$ cat src/rtl/ram_port_arbiter.sv
// ram_port_arbiter
// Shares one RAM port between two requesters: port 0 (microprocessor
// MAR/MBR path) and port 1 (program loader / DMA). Each access runs
// IDLE -> ACCESS (RAM_LAT cycles with ram_en high) -> DONE (one-cycle ack).
//
// Ports:
//   clk, rst_n              clock, synchronous active-low reset
//   reqN/rwN/addrN/wdataN   port N request, direction (1=write), address, data
//   lockN                   port N bus lock, keeps ownership across accesses
//   ackN/rdataN             port N completion pulse and read data
//   ram_en/ram_rw           RAM strobe and direction (1=write)
//   ram_addr/ram_data       RAM address and write data
//   ram_out                 RAM read data
//   grant                   one-hot current owner, 00 when idle
//   busy                    high in ACCESS and DONE
//
// Configuration macro:
//   ARB_ROUND_ROBIN_EN  defined   : 1-bit round-robin pointer breaks ties
//                       undefined : fixed priority, port 0 wins ties
module ram_port_arbiter #(
    parameter int RAM_LAT = 1,
    parameter int ADDR_W  = 8,
    parameter int DATA_W  = 8
) (
    input  logic              clk,
    input  logic              rst_n,
    input  logic              req0,
    input  logic              rw0,
    input  logic [ADDR_W-1:0] addr0,
    input  logic [DATA_W-1:0] wdata0,
    input  logic              lock0,
    output logic              ack0,
    output logic [DATA_W-1:0] rdata0,
    input  logic              req1,
    input  logic              rw1,
    input  logic [ADDR_W-1:0] addr1,
    input  logic [DATA_W-1:0] wdata1,
    input  logic              lock1,
    output logic              ack1,
    output logic [DATA_W-1:0] rdata1,
    output logic              ram_en,
    output logic              ram_rw,
    output logic [ADDR_W-1:0] ram_addr,
    output logic [DATA_W-1:0] ram_data,
    input  logic [DATA_W-1:0] ram_out,
    output logic [1:0]        grant,
    output logic              busy
);

    typedef enum logic [1:0] {
        ST_IDLE   = 2'b00,
        ST_ACCESS = 2'b01,
        ST_DONE   = 2'b10
    } state_t;

    // Counter value loaded on entry to ACCESS; zero marks the last ACCESS cycle.
    localparam logic [3:0] LAT_LAST = 4'(RAM_LAT - 1);

    state_t     state_r;
    state_t     state_nxt_s;
    logic [3:0] cnt_r;
    logic       lock_vld_r;   // a reservation is pending
    logic       lock_own_r;   // port holding the reservation
    logic       lock_hold_s;  // reservation is exercised this IDLE cycle
    logic       pref_s;       // preferred port on a simultaneous request
    logic       win_vld_s;
    logic       win_sel_s;
    logic       owner_s;
    logic       owner_lock_s;

    assign owner_s      = grant[1];
    assign owner_lock_s = owner_s ? lock1 : lock0;

`ifdef ARB_ROUND_ROBIN_EN
    logic rr_r;

    // Round-robin pointer: after each DONE, prefer the port that did not own the bus.
    always_ff @(posedge clk) begin
        if (!rst_n) begin
            rr_r <= 1'b0;
        end else if (state_r == ST_DONE) begin
            rr_r <= ~owner_s;
        end else begin
            rr_r <= rr_r;
        end
    end

    assign pref_s = rr_r;
`else
    assign pref_s = 1'b0;
`endif

    // Arbitration: an active lock reservation overrides normal priority.
    always_comb begin
        lock_hold_s = 1'b0;
        win_vld_s   = 1'b0;
        win_sel_s   = 1'b0;
        if (lock_vld_r) begin
            if (lock_own_r) begin
                lock_hold_s = req1 & lock1;
            end else begin
                lock_hold_s = req0 & lock0;
            end
        end else begin
            lock_hold_s = 1'b0;
        end
        if (lock_hold_s) begin
            win_vld_s = 1'b1;
            win_sel_s = lock_own_r;
        end else if (req0 && req1) begin
            win_vld_s = 1'b1;
            win_sel_s = pref_s;
        end else if (req0) begin
            win_vld_s = 1'b1;
            win_sel_s = 1'b0;
        end else if (req1) begin
            win_vld_s = 1'b1;
            win_sel_s = 1'b1;
        end else begin
            win_vld_s = 1'b0;
            win_sel_s = 1'b0;
        end
    end

    // Next-state logic.
    always_comb begin
        state_nxt_s = state_r;
        case (state_r)
            ST_IDLE: begin
                if (win_vld_s) begin
                    state_nxt_s = ST_ACCESS;
                end else begin
                    state_nxt_s = ST_IDLE;
                end
            end
            ST_ACCESS: begin
                if (cnt_r == 4'd0) begin
                    state_nxt_s = ST_DONE;
                end else begin
                    state_nxt_s = ST_ACCESS;
                end
            end
            ST_DONE: state_nxt_s = ST_IDLE;
            default: state_nxt_s = ST_IDLE;
        endcase
    end

    // State register.
    always_ff @(posedge clk) begin
        if (!rst_n) begin
            state_r <= ST_IDLE;
        end else begin
            state_r <= state_nxt_s;
        end
    end

    // Registered datapath: RAM port, grant, counter, acks, read data and lock.
    always_ff @(posedge clk) begin
        if (!rst_n) begin
            cnt_r      <= 4'd0;
            ram_en     <= 1'b0;
            ram_rw     <= 1'b0;
            ram_addr   <= '0;
            ram_data   <= '0;
            grant      <= 2'b00;
            busy       <= 1'b0;
            ack0       <= 1'b0;
            ack1       <= 1'b0;
            rdata0     <= '0;
            rdata1     <= '0;
            lock_vld_r <= 1'b0;
            lock_own_r <= 1'b0;
        end else begin
            ack0 <= 1'b0;
            ack1 <= 1'b0;
            case (state_r)
                ST_IDLE: begin
                    // A reservation not exercised this cycle is released at once.
                    if (!lock_hold_s) begin
                        lock_vld_r <= 1'b0;
                    end else begin
                        lock_vld_r <= lock_vld_r;
                    end
                    if (win_vld_s) begin
                        ram_rw   <= win_sel_s ? rw1 : rw0;
                        ram_addr <= win_sel_s ? addr1 : addr0;
                        ram_data <= win_sel_s ? wdata1 : wdata0;
                        grant    <= win_sel_s ? 2'b10 : 2'b01;
                        ram_en   <= 1'b1;
                        busy     <= 1'b1;
                        cnt_r    <= LAT_LAST;
                    end else begin
                        ram_en <= 1'b0;
                    end
                end
                ST_ACCESS: begin
                    if (cnt_r == 4'd0) begin
                        ram_en <= 1'b0;
                        if (!ram_rw) begin
                            if (owner_s) begin
                                rdata1 <= ram_out;
                            end else begin
                                rdata0 <= ram_out;
                            end
                        end else begin
                            rdata0 <= rdata0;
                        end
                        if (owner_s) begin
                            ack1 <= 1'b1;
                        end else begin
                            ack0 <= 1'b1;
                        end
                    end else begin
                        cnt_r <= cnt_r - 4'd1;
                    end
                end
                ST_DONE: begin
                    grant      <= 2'b00;
                    busy       <= 1'b0;
                    lock_vld_r <= owner_lock_s;
                    lock_own_r <= owner_s;
                end
                default: begin
                    ram_en <= 1'b0;
                    grant  <= 2'b00;
                    busy   <= 1'b0;
                end
            endcase
        end
    end

endmodule

$ cat config.mk
export PLATFORM = sky130hd
export DESIGN_NAME = ram_port_arbiter
export DESIGN_NICKNAME = d
export VERILOG_FILES = /design/src/rtl/ram_port_arbiter.sv
export SDC_FILE = /design/constraint.sdc
export NUM_CORES = 1
export LEC_CHECK = 0
export BUFFER_PORTS_ARGS = -buffer_cell sky130_fd_sc_hd__buf_2
export CORE_AREA = 5 5 82 84
export DETAILED_ROUTE_END_ITERATION = 12
export DIE_AREA = 0 0 87 89
export HOLD_SLACK_MARGIN = 0.1
export PLACE_DENSITY = 0.76
export SYNTH_ARGS = -nofsm -noshare
export SYNTH_HDL_FRONTEND = slang
export SYNTH_SLANG_ARGS = --single-unit
$ cat constraint.sdc
create_clock -name clk -period 4.88 [get_ports clk]
set_clock_uncertainty 0.15 [all_clocks]
set_input_delay 0.244 -clock clk [delete_from_list [all_inputs] [get_ports clk]]
set_output_delay 0.244 -clock clk [all_outputs]
set_load 0.005 [all_outputs]
==> results.txt <==
Vias/cell: 5.138
Sw Pwr: 220.6 uW
Final min period: 2.040 ns
Clk pwr share: 36.4%
WP data required: 4.95 ns
Non-Filler Instances: 390
area leader, netlist: dfxtp_1
top cells by area, synth: dfxtp_1 42%, mux2i_1 8.0%, o311a_1 8.0%
overall power: 920.1 uW
ratio of final minimum period to clock period: 41.81%
DRC Markers: 0
YS warnings: 0
mux cell area share after synthesis: 8.018%
Top FF cell, synth: dfxtp_1
clock buffer depth: 2
final layout net count: 363
CP max stage delay: 0.54 ns
RSZ-0062 raised after global routing: no
Async S/R FF share, synth: 0%
DR vias: 2004
Synthesized Nets: 280
Gate Count Post-Synth: 231
Routed Antenna Nets: 0
ant diodes: 0
clock sink count: 47
Placeable Area: 5851 um2
CTS tree: done
Pleak: 1.457 nW
Synth Area in XOR/XNOR: 0%
Hold WS: 0.1677 ns
clock latency on the worst-skew pair: 0.30 ns
Sw Share: 23.98%
Yosys cell types: 40
PortBufs: 86
TritonCTS Buffers: 5
drt total wl: 5571 um
DP Cell Count: 374
setup ws final: 2.840 ns
largest net degree at the start of global routing: 48
CP Cell Sequence: inv_1 > ha_1 > nor3b_2 > nand4b_1 > mux2i_1
Rows: 28
clk root buf: clkbuf_8
crit-path max FO: 8
sequential fraction of the synthesis area: 41.87%
Synth top area share: 41.87%
worst vdd ir: 0.0001567 V
post-layout util: 48.95%
Tightest Hold Check Type: input pin to flop
vias in the first global route: 1834
largest family of logic cells by synthesized area: compound AO/OA/AOI/OAI gates
htree depth: 2
final setup fails: 0
worst slack, placed: 2.816 ns
MaxCap Viol Count: 0
Crit Path Category: flop to flop
IO Count: 87
Adder-Cell Fraction of Synth Area: 0.5568%
Post-Synth Simple-Gate Area: 18.54%
reg-to-reg slack, setup: 2.84 ns
complex-gate fraction of the synthesized area: 24.67%
Initial Utilization: 38.41%
post-CTS resize count: 0
antenna violations before repair: 0
Reg clk slew, reported paths: 0.09 ns
Worst path top cell family by delay: simple AND/OR/NAND/NOR gates
P&R area growth vs syn: 27.45%
Pwr Density: 321.3 nW/um2
Die Width: 87 um
Area after DPL: 2651 um2
Seq pwr share: 46.5%
routability cong.: 0.8117
synthesized area per cell: 9.728 um2
Final Hold Fails: 0
first-pass GRT wire length: 8742 um
drt first pass iters: 4
post-route design area: 2864 um2
DRT iter0 DRCs: 136
Slew @ Worst Pin: 0.8216 ns
status: finished, final reports clean
Synth Register Bits: 47
CP arrival: 2.11 ns
count of final max-slew check failures: 0
Gate power share: 17.0%
CP endpoint kind: flop
# hold bufs at CTS: 8
Slowest cell on crit path: nand4b_1
chip height: 89 um
Max Clk Rate: 490.1 MHz
total negative slack: 0 ns
setup bufs post-CTS: 0
CP bufs+invs: 1
Synth Cell Area: 2247 um2
DP Wirelength: 3873 um
die area: 7743 um2
share of cells above drive strength 1: 32.38%
Overall Global Routing Usage: 14.33%
normalized max-slew margin: 45.23%
number of synthesized flops with an enable pin: 0
internal power: 699.5 uW
WL per Instance: 14.28 um
grt ovf: 0
CP startpoint kind: flop
[cell families (layout without fill, tap and decap cells)]
group	Yosys count	after routing
AND/OR/NAND/NOR	72	72
multiplexers	18	18
buffers and inverters	23	107
adder cells (fa/ha/maj)	1	1
AO/OA/AOI/OAI	70	70
flip-flops	47	47
[registers in the layout, summed over array words and instances, names as in the netlist, 2 cells and up]
signal    flops
state_r       2
ram_data      8
rdata0        8
grant         2
ram_addr      8
cnt_r         4
rdata1        8
[tightest hold or removal path, delay by kind of cell]
kind                   cells  cell delay (ns)
buffers and inverters      1             0.07
AO/OA/AOI/OAI              1             0.15
AND/OR/NAND/NOR            1             0.13
[power groups by stage]
stage	clock, mW	sequential, mW	combinational [mW]
finish	0.335	0.428	0.157
global route	0.363	0.432	0.173
CTS	0.343	0.428	0.159
detailed placement	0	0.437	0.154
global placement	0	0.437	0.152
floorplan	0	0.437	0.0972
[Yosys cell counts, drive strengths merged, types with 2 or more instances]
| cell type | count |
|---|---|
| a21boi | 17 |
| a21o | 18 |
| a21oi | 6 |
| and3 | 18 |
| buf | 12 |
| clkbuf | 7 |
| dfxtp | 47 |
| inv | 4 |
| mux2i | 18 |
| nand2 | 29 |
| nand2b | 4 |
| nand3 | 2 |
| nor2 | 5 |
| nor2b | 2 |
| nor3b | 2 |
| o211ai | 2 |
| o21bai | 2 |
| o22ai | 2 |
| o311a | 18 |
| or3 | 2 |
[routing by layer]
metal,wire (um),global-route usage (%),up-vias
met4,37,4.249,0
li1,-,-,1018
met5,0,0,-
met2,2579,22.71,69
met1,2498,18.52,915
met3,455,4.885,2
[placed cells by master (no fill, tap or decap), types with 2 or more instances in the layout]
cell type and n:
nand2b_1 2, dfxtp_1 47, a21oi_1 6, o21bai_1 2, o211ai_1 2, or3_1 2, nand2_1 28, inv_1 4
a21o_1 18, nand3_1 2, clkbuf_8 5, mux2i_1 18, bufinv_16 2, o311a_1 18, nor2_1 5, nor2b_1 2
o22ai_1 2, a21boi_0 17, and3_1 18, buf_2 86, dlygate4sd3_1 8
[worst paths after layout]
| path | startpoint | end | cells after the start |
|---|---|---|---|
| hold / removal | addr0[1] | ram_addr[1]$_SDFFE_PN0P_ | 3 |
| setup / recovery | cnt_r[0]$_SDFFE_PN0P_ | rdata1[2]$_SDFFE_PN0P_ | 5 |
| hold reg to reg | rdata0[0]$_SDFFE_PN0P_ | rdata0[0]$_SDFFE_PN0P_ | 2 |
| setup reg to reg | cnt_r[0]$_SDFFE_PN0P_ | rdata1[2]$_SDFFE_PN0P_ | 5 |
[cell type report]
type,count,area (um2)
fillers,576,2987
multi-input cells,161,1164
repair buffers,95,518.0
clock buffers,6,72.57
inverters,4,15.01
flip-flops and latches,47,940.9
clock inverters,2,60.06
well taps,75,93.84
Note: power is estimated with default switching activity, not from simulation.
